## src/rtl/clock_group_reset_sequencer.sv

```systemverilog
`default_nettype none
// ============================================================================
// Module      : clock_group_reset_sequencer
// Description : Source end of a single-clock group. Forwards the block clock
//               to every member and sequences the member resets: all resets
//               are held for HOLD_CYCLES, then released one member per
//               STAGGER_CYCLES slot in ascending index order. A masked
//               re-reset request replays the same timing for the selected
//               members only.
// Revision    : 1.0 - initial release
// ============================================================================
module clock_group_reset_sequencer #(
  parameter int MEMBERS        = 4,
  parameter int HOLD_CYCLES    = 8,
  parameter int STAGGER_CYCLES = 4
) (
  input  logic               clock,
  input  logic               reset,
  input  logic               io_req_valid,
  input  logic [MEMBERS-1:0] io_req_mask,
  output logic               io_req_ready,
  output logic               io_busy,
  output logic [MEMBERS-1:0] auto_out_member_clock,
  output logic [MEMBERS-1:0] auto_out_member_reset
);

  // Counter covers both the hold window and one stagger slot.
  localparam int c_MAX_CNT = (HOLD_CYCLES > STAGGER_CYCLES) ? HOLD_CYCLES : STAGGER_CYCLES;
  localparam int c_CNT_W   = (c_MAX_CNT > 1) ? $clog2(c_MAX_CNT) : 1;
  localparam int c_SLOT_W  = (MEMBERS > 1) ? $clog2(MEMBERS) : 1;

  localparam logic [c_CNT_W-1:0]  c_HOLD_LAST  = c_CNT_W'(HOLD_CYCLES - 1);
  localparam logic [c_CNT_W-1:0]  c_STAG_LAST  = c_CNT_W'(STAGGER_CYCLES - 1);
  localparam logic [c_SLOT_W-1:0] c_SLOT_LAST  = c_SLOT_W'(MEMBERS - 1);

  typedef enum logic [1:0] {
    ST_ASSERT  = 2'd0,
    ST_RELEASE = 2'd1,
    ST_IDLE    = 2'd2
  } state_e;

  state_e               state_q, state_d;
  logic [c_CNT_W-1:0]   cnt_q, cnt_d;
  logic [c_SLOT_W-1:0]  slot_q, slot_d;
  logic [MEMBERS-1:0]   pend_q, pend_d;
  logic [MEMBERS-1:0]   mrst_q, mrst_d;
  logic                 rel_en;

  // The clock is fanned out untouched; there is no gating on member clocks.
  generate
    if (1) begin : g_clock_fanout
      assign auto_out_member_clock = {MEMBERS{clock}};
    end
  endgenerate

  assign auto_out_member_reset = mrst_q;
  assign io_req_ready          = (state_q == ST_IDLE);
  assign io_busy               = ~io_req_ready;

  // State register: reset returns to the full-mask hold with every member in reset.
  always_ff @(posedge clock) begin
    if (reset) begin
      state_q <= ST_ASSERT;
      cnt_q   <= '0;
      slot_q  <= '0;
      pend_q  <= '1;
      mrst_q  <= '1;
    end else begin
      state_q <= state_d;
      cnt_q   <= cnt_d;
      slot_q  <= slot_d;
      pend_q  <= pend_d;
      mrst_q  <= mrst_d;
    end
  end

  // Next-state: hold, then walk every slot (masked or not) so release times
  // depend only on member index.
  always_comb begin
    state_d = state_q;
    cnt_d   = cnt_q;
    slot_d  = slot_q;
    pend_d  = pend_q;
    mrst_d  = mrst_q;
    rel_en  = 1'b0;

    case (state_q)
      ST_ASSERT: begin
        if (cnt_q == c_HOLD_LAST) begin
          // Slot 0 begins on the next cycle, so member 0 is released now.
          state_d = ST_RELEASE;
          cnt_d   = '0;
          slot_d  = '0;
          rel_en  = 1'b1;
        end else begin
          cnt_d = cnt_q + c_CNT_W'(1);
        end
      end

      ST_RELEASE: begin
        if (slot_q == c_SLOT_LAST) begin
          // Ready one cycle after the last slot starts; its remaining
          // stagger cycles are not waited out.
          state_d = ST_IDLE;
          cnt_d   = '0;
        end else if (cnt_q == c_STAG_LAST) begin
          cnt_d  = '0;
          slot_d = slot_q + c_SLOT_W'(1);
          rel_en = 1'b1;
        end else begin
          cnt_d = cnt_q + c_CNT_W'(1);
        end
      end

      ST_IDLE: begin
        // An empty mask is acknowledged but changes nothing.
        if (io_req_valid && (|io_req_mask)) begin
          state_d = ST_ASSERT;
          cnt_d   = '0;
          slot_d  = '0;
          pend_d  = io_req_mask;
          mrst_d  = mrst_q | io_req_mask;
        end
      end

      default: begin
        state_d = ST_ASSERT;
        cnt_d   = '0;
        slot_d  = '0;
        pend_d  = '1;
        mrst_d  = '1;
      end
    endcase

    // Release the member owning the slot that starts next cycle, if pending.
    if (rel_en) begin
      for (int i = 0; i < MEMBERS; i++) begin
        if ((c_SLOT_W'(i) == slot_d) && pend_q[i]) begin
          mrst_d[i] = 1'b0;
          pend_d[i] = 1'b0;
        end
      end
    end
  end

endmodule
`default_nettype wire

```

## config.mk

```make
export PLATFORM = sky130hd
export DESIGN_NAME = clock_group_reset_sequencer
export DESIGN_NICKNAME = d
export VERILOG_FILES = /design/src/rtl/clock_group_reset_sequencer.sv
export SDC_FILE = /design/constraint.sdc
export NUM_CORES = 1
export LEC_CHECK = 0
export CAP_MARGIN = 20
export CORE_MARGIN = 8
export CORE_UTILIZATION = 50
export DETAILED_ROUTE_END_ITERATION = 6
export PLACE_DENSITY = 0.76
export SYNTH_ARGS = -nofsm -noshare
export SYNTH_HDL_FRONTEND = slang
export SYNTH_SLANG_ARGS = --single-unit
```

## constraint.sdc

```tcl
create_clock -name clock -period 2.3 [get_ports clock]
set_clock_uncertainty 0.1 [all_clocks]
set_input_delay 0.46 -clock clock [delete_from_list [all_inputs] [get_ports clock]]
set_output_delay 0.46 -clock clock [all_outputs]
set_load 0.01 [all_outputs]
```

==> flow_summary_export.csv <==
group,metric,value,unit
drt,vias_per_cell,5.736,
synthesis,synth_top_area_share,31.05,%
layout,final_common_cell,"dfxtp_1",
layout,layout-drive-gt1-share,15.91,%
layout,syn2layout_area_growth,26.26,%
die,die_x,59.98,um
layout,fin_util,64.21,%
layout,num-fill-cells,167,
synthesis,syn_avg_cell_area,8.873,um2
hold_path,hp-class,"reg -> reg",
drt,wl_per_cell,15.01,um
sta,worst_pin_slew,427.4,ps
clocking,clkTransAtPathRegs,80,ps
place,gp_congestion,0.8260,
synthesis,synth_seq_cells,15,
sta,timing.hold.ws,420.3,ps
synthesis,syn_nets,122,
die,fp.dieArea,3598,um2
synthesis,ys_types,40,
place,io_buffers,16,
job,cap_violations,0,
status,status,"finished, final reports clean",
layout,final_cell_mix,"dfxtp_1, nor2_1, clkdlybuf4s50_1, nor3_1, buf_4",
global_routing,grt_first_pass_wirelength,4.029,mm
layout,diodes,0,
synthesis,synth_cells,109,
global_routing,global_route.overflow_total,0,
sta,finalSetupViolCount,0,
synthesis,yosysSeqAreaShare,31.05,%
power_and_ir_drop,max-vdd-ir-drop,0.5526,mV
synthesis,yosys_warnings,0,
setup_path,crit_path_max_fanout,2,
setup_path,path_class,"clk -> out",
layout,instances_no_fill,159,
synthesis,syn-cell-area,967.2,um2
setup_path,arrival,1670,ps
die,start_util,50.86,%
die,std_cell_rows,16,
synthesis,yosys.area.top_type,"dfxtp_1",
drt,wl,2.387,mm
setup_path,critPathRequiredTime,1740,ps
setup_path,end_kind,"output pin",
die,ios,17,
die,coreArea,1902,um2
clocking,cts_tree,"done",
sta,finalSetupTns,0,ps
power_and_ir_drop,p_leak,0.4825,nW
sta,rsz0062_at_grt,"no",
synthesis,yosys-top-cells-area,"dfxtp_1, ha_1, nor2_1, nor3_1, a41oi_1",
die,die_h,59.98,um
place,placedCellCount,151,
clocking,insertion_delay,400,ps
power_and_ir_drop,power_density,596.5,nW/um2
drt,drt_first_iter_violations,45,
power_and_ir_drop,p_total,0.0007284,W
global_routing,grtUsageTotal,15.48,%
sta,drv_slew,0,
drt,final_antenna_net_count,0,
place,post-dp-hpwl,1.758,mm
global_routing,antenna_found_initial,0,
sta,finalHoldViolCount,0,
drt,num_vias,912,
global_routing,grt_pass1_vias,943,
sta,slew_headroom,71.29,%
drt,drc,0,
global_routing,grt_max_degree,19,
drt,dr.pass1.iters,4,
setup_path,start_kind,"clock port",
layout,final_net_count,146,
[cell usage after synthesis]
master,instances
o22ai_1,1
nor2_1,12
nor3b_1,1
o31a_1,2
buf_1,1
a21oi_1,6
inv_1,4
clkinv_1,1
nand3b_1,1
a21o_1,3
nand4b_1,1
o32a_1,1
nand2b_1,4
dfxtp_1,15
a22oi_1,1
nand3_1,1
nor2_8,1
nor4_2,1
nand2b_2,1
o32ai_1,4
a211oi_2,1
ha_1,6
nor4_1,1
buf_2,2
o32ai_4,1
a41oi_1,4
a211oi_1,1
and2_1,1
nor3_1,8
o21a_1,1
and3_1,1
mux2i_1,2
buf_4,4
o41a_4,1
clkbuf_1,2
o21ai_0,1
nand2_1,4
o211a_1,1
a31oi_1,4
o211ai_1,1
[layout make-up]
| type | instances | area, um2 | share of cell area [%] |
|---|---|---|---|
| inverter | 5 | 18.77 | 1.537 |
| clock buffer | 12 | 91.34 | 7.480 |
| sequential | 15 | 300.3 | 24.59 |
| tap | 27 | 33.78 | 2.766 |
| timing repair buffer | 20 | 180.2 | 14.75 |
| multi-input combinational | 80 | 596.8 | 48.87 |
[final timing paths]
| kind | from | to | slack [ps] | cells after the start |
|---|---|---|---|---|
| hold reg to reg | cnt_q[1] | cnt_q[1] | 420 | 2 |
| setup reg to reg | cnt_q[0] | auto_out_member_reset[3] | 430 | 5 |
| hold / removal | cnt_q[1] | cnt_q[1] | 420 | 2 |
| setup / recovery | clock | auto_out_member_clock[1] | 70 | 3 |
[where the power goes]
| group | switching (W) | leakage [nW] | internal [W] |
|---|---|---|---|
| registers | 0.00000355 | 0.122 | 0.000265 |
| logic | 0.0000313 | 0.306 | 0.0000294 |
| clock network | 0.000186 | 0.0544 | 0.000212 |
[worst max-delay path, cell delays in order]
cell,delay [ps]
clkbuf_4,120
clkbuf_4,120
dlygate4sd2_1,280
[sequential cells by signal (all words and copies together), names as in the netlist]
| signal | cells |
|---|---|
| state_q | 2 |
| cnt_q | 3 |
| slot_q | 2 |
| pend_q | 4 |
| auto_out_member_reset | 4 |
[per-stage QoR]
| step | setup WS [ps] | area (um2) |
|---|---|---|
| global placement | 51.26 | 1170 |
| detailed placement | 11.27 | 1170 |
| global route | 46.44 | 1221 |
| floorplan | 470.9 | 967.2 |
| CTS | 56.52 | 1221 |
| finish | 72.53 | 1221 |
[kinds of logic (layout without fill, tap and decap cells)]
logic type / count (synthesis) / count (layout) / share of synthesized area (%)
AOI/OAI and AO/OA: 34 / 34 / 29.75
and+or+nand+nor: 38 / 38 / 22.12
muxes: 2 / 2 / 2.070
DFF: 15 / 15 / 31.05
buffers and inverters: 14 / 37 / 7.244
adders and majority gates: 6 / 6 / 7.762
[timing repair]
item                       4_1_cts  5_1_grt
hold buffers                     0        0
setup buffers                    0        0
resized for setup                4        0
setup endpoints to repair        4        0
[layer usage]
metal | vias to the layer above | global-route usage, % | routed length [um]
met5 | - | 0 | 0
met4 | 0 | 14.29 | 34
met3 | 3 | 5.161 | 169
met2 | 35 | 24.00 | 1162
met1 | 419 | 16.09 | 1021
li1 | 455 | - | -
Note: power is estimated with default switching activity, not from simulation.
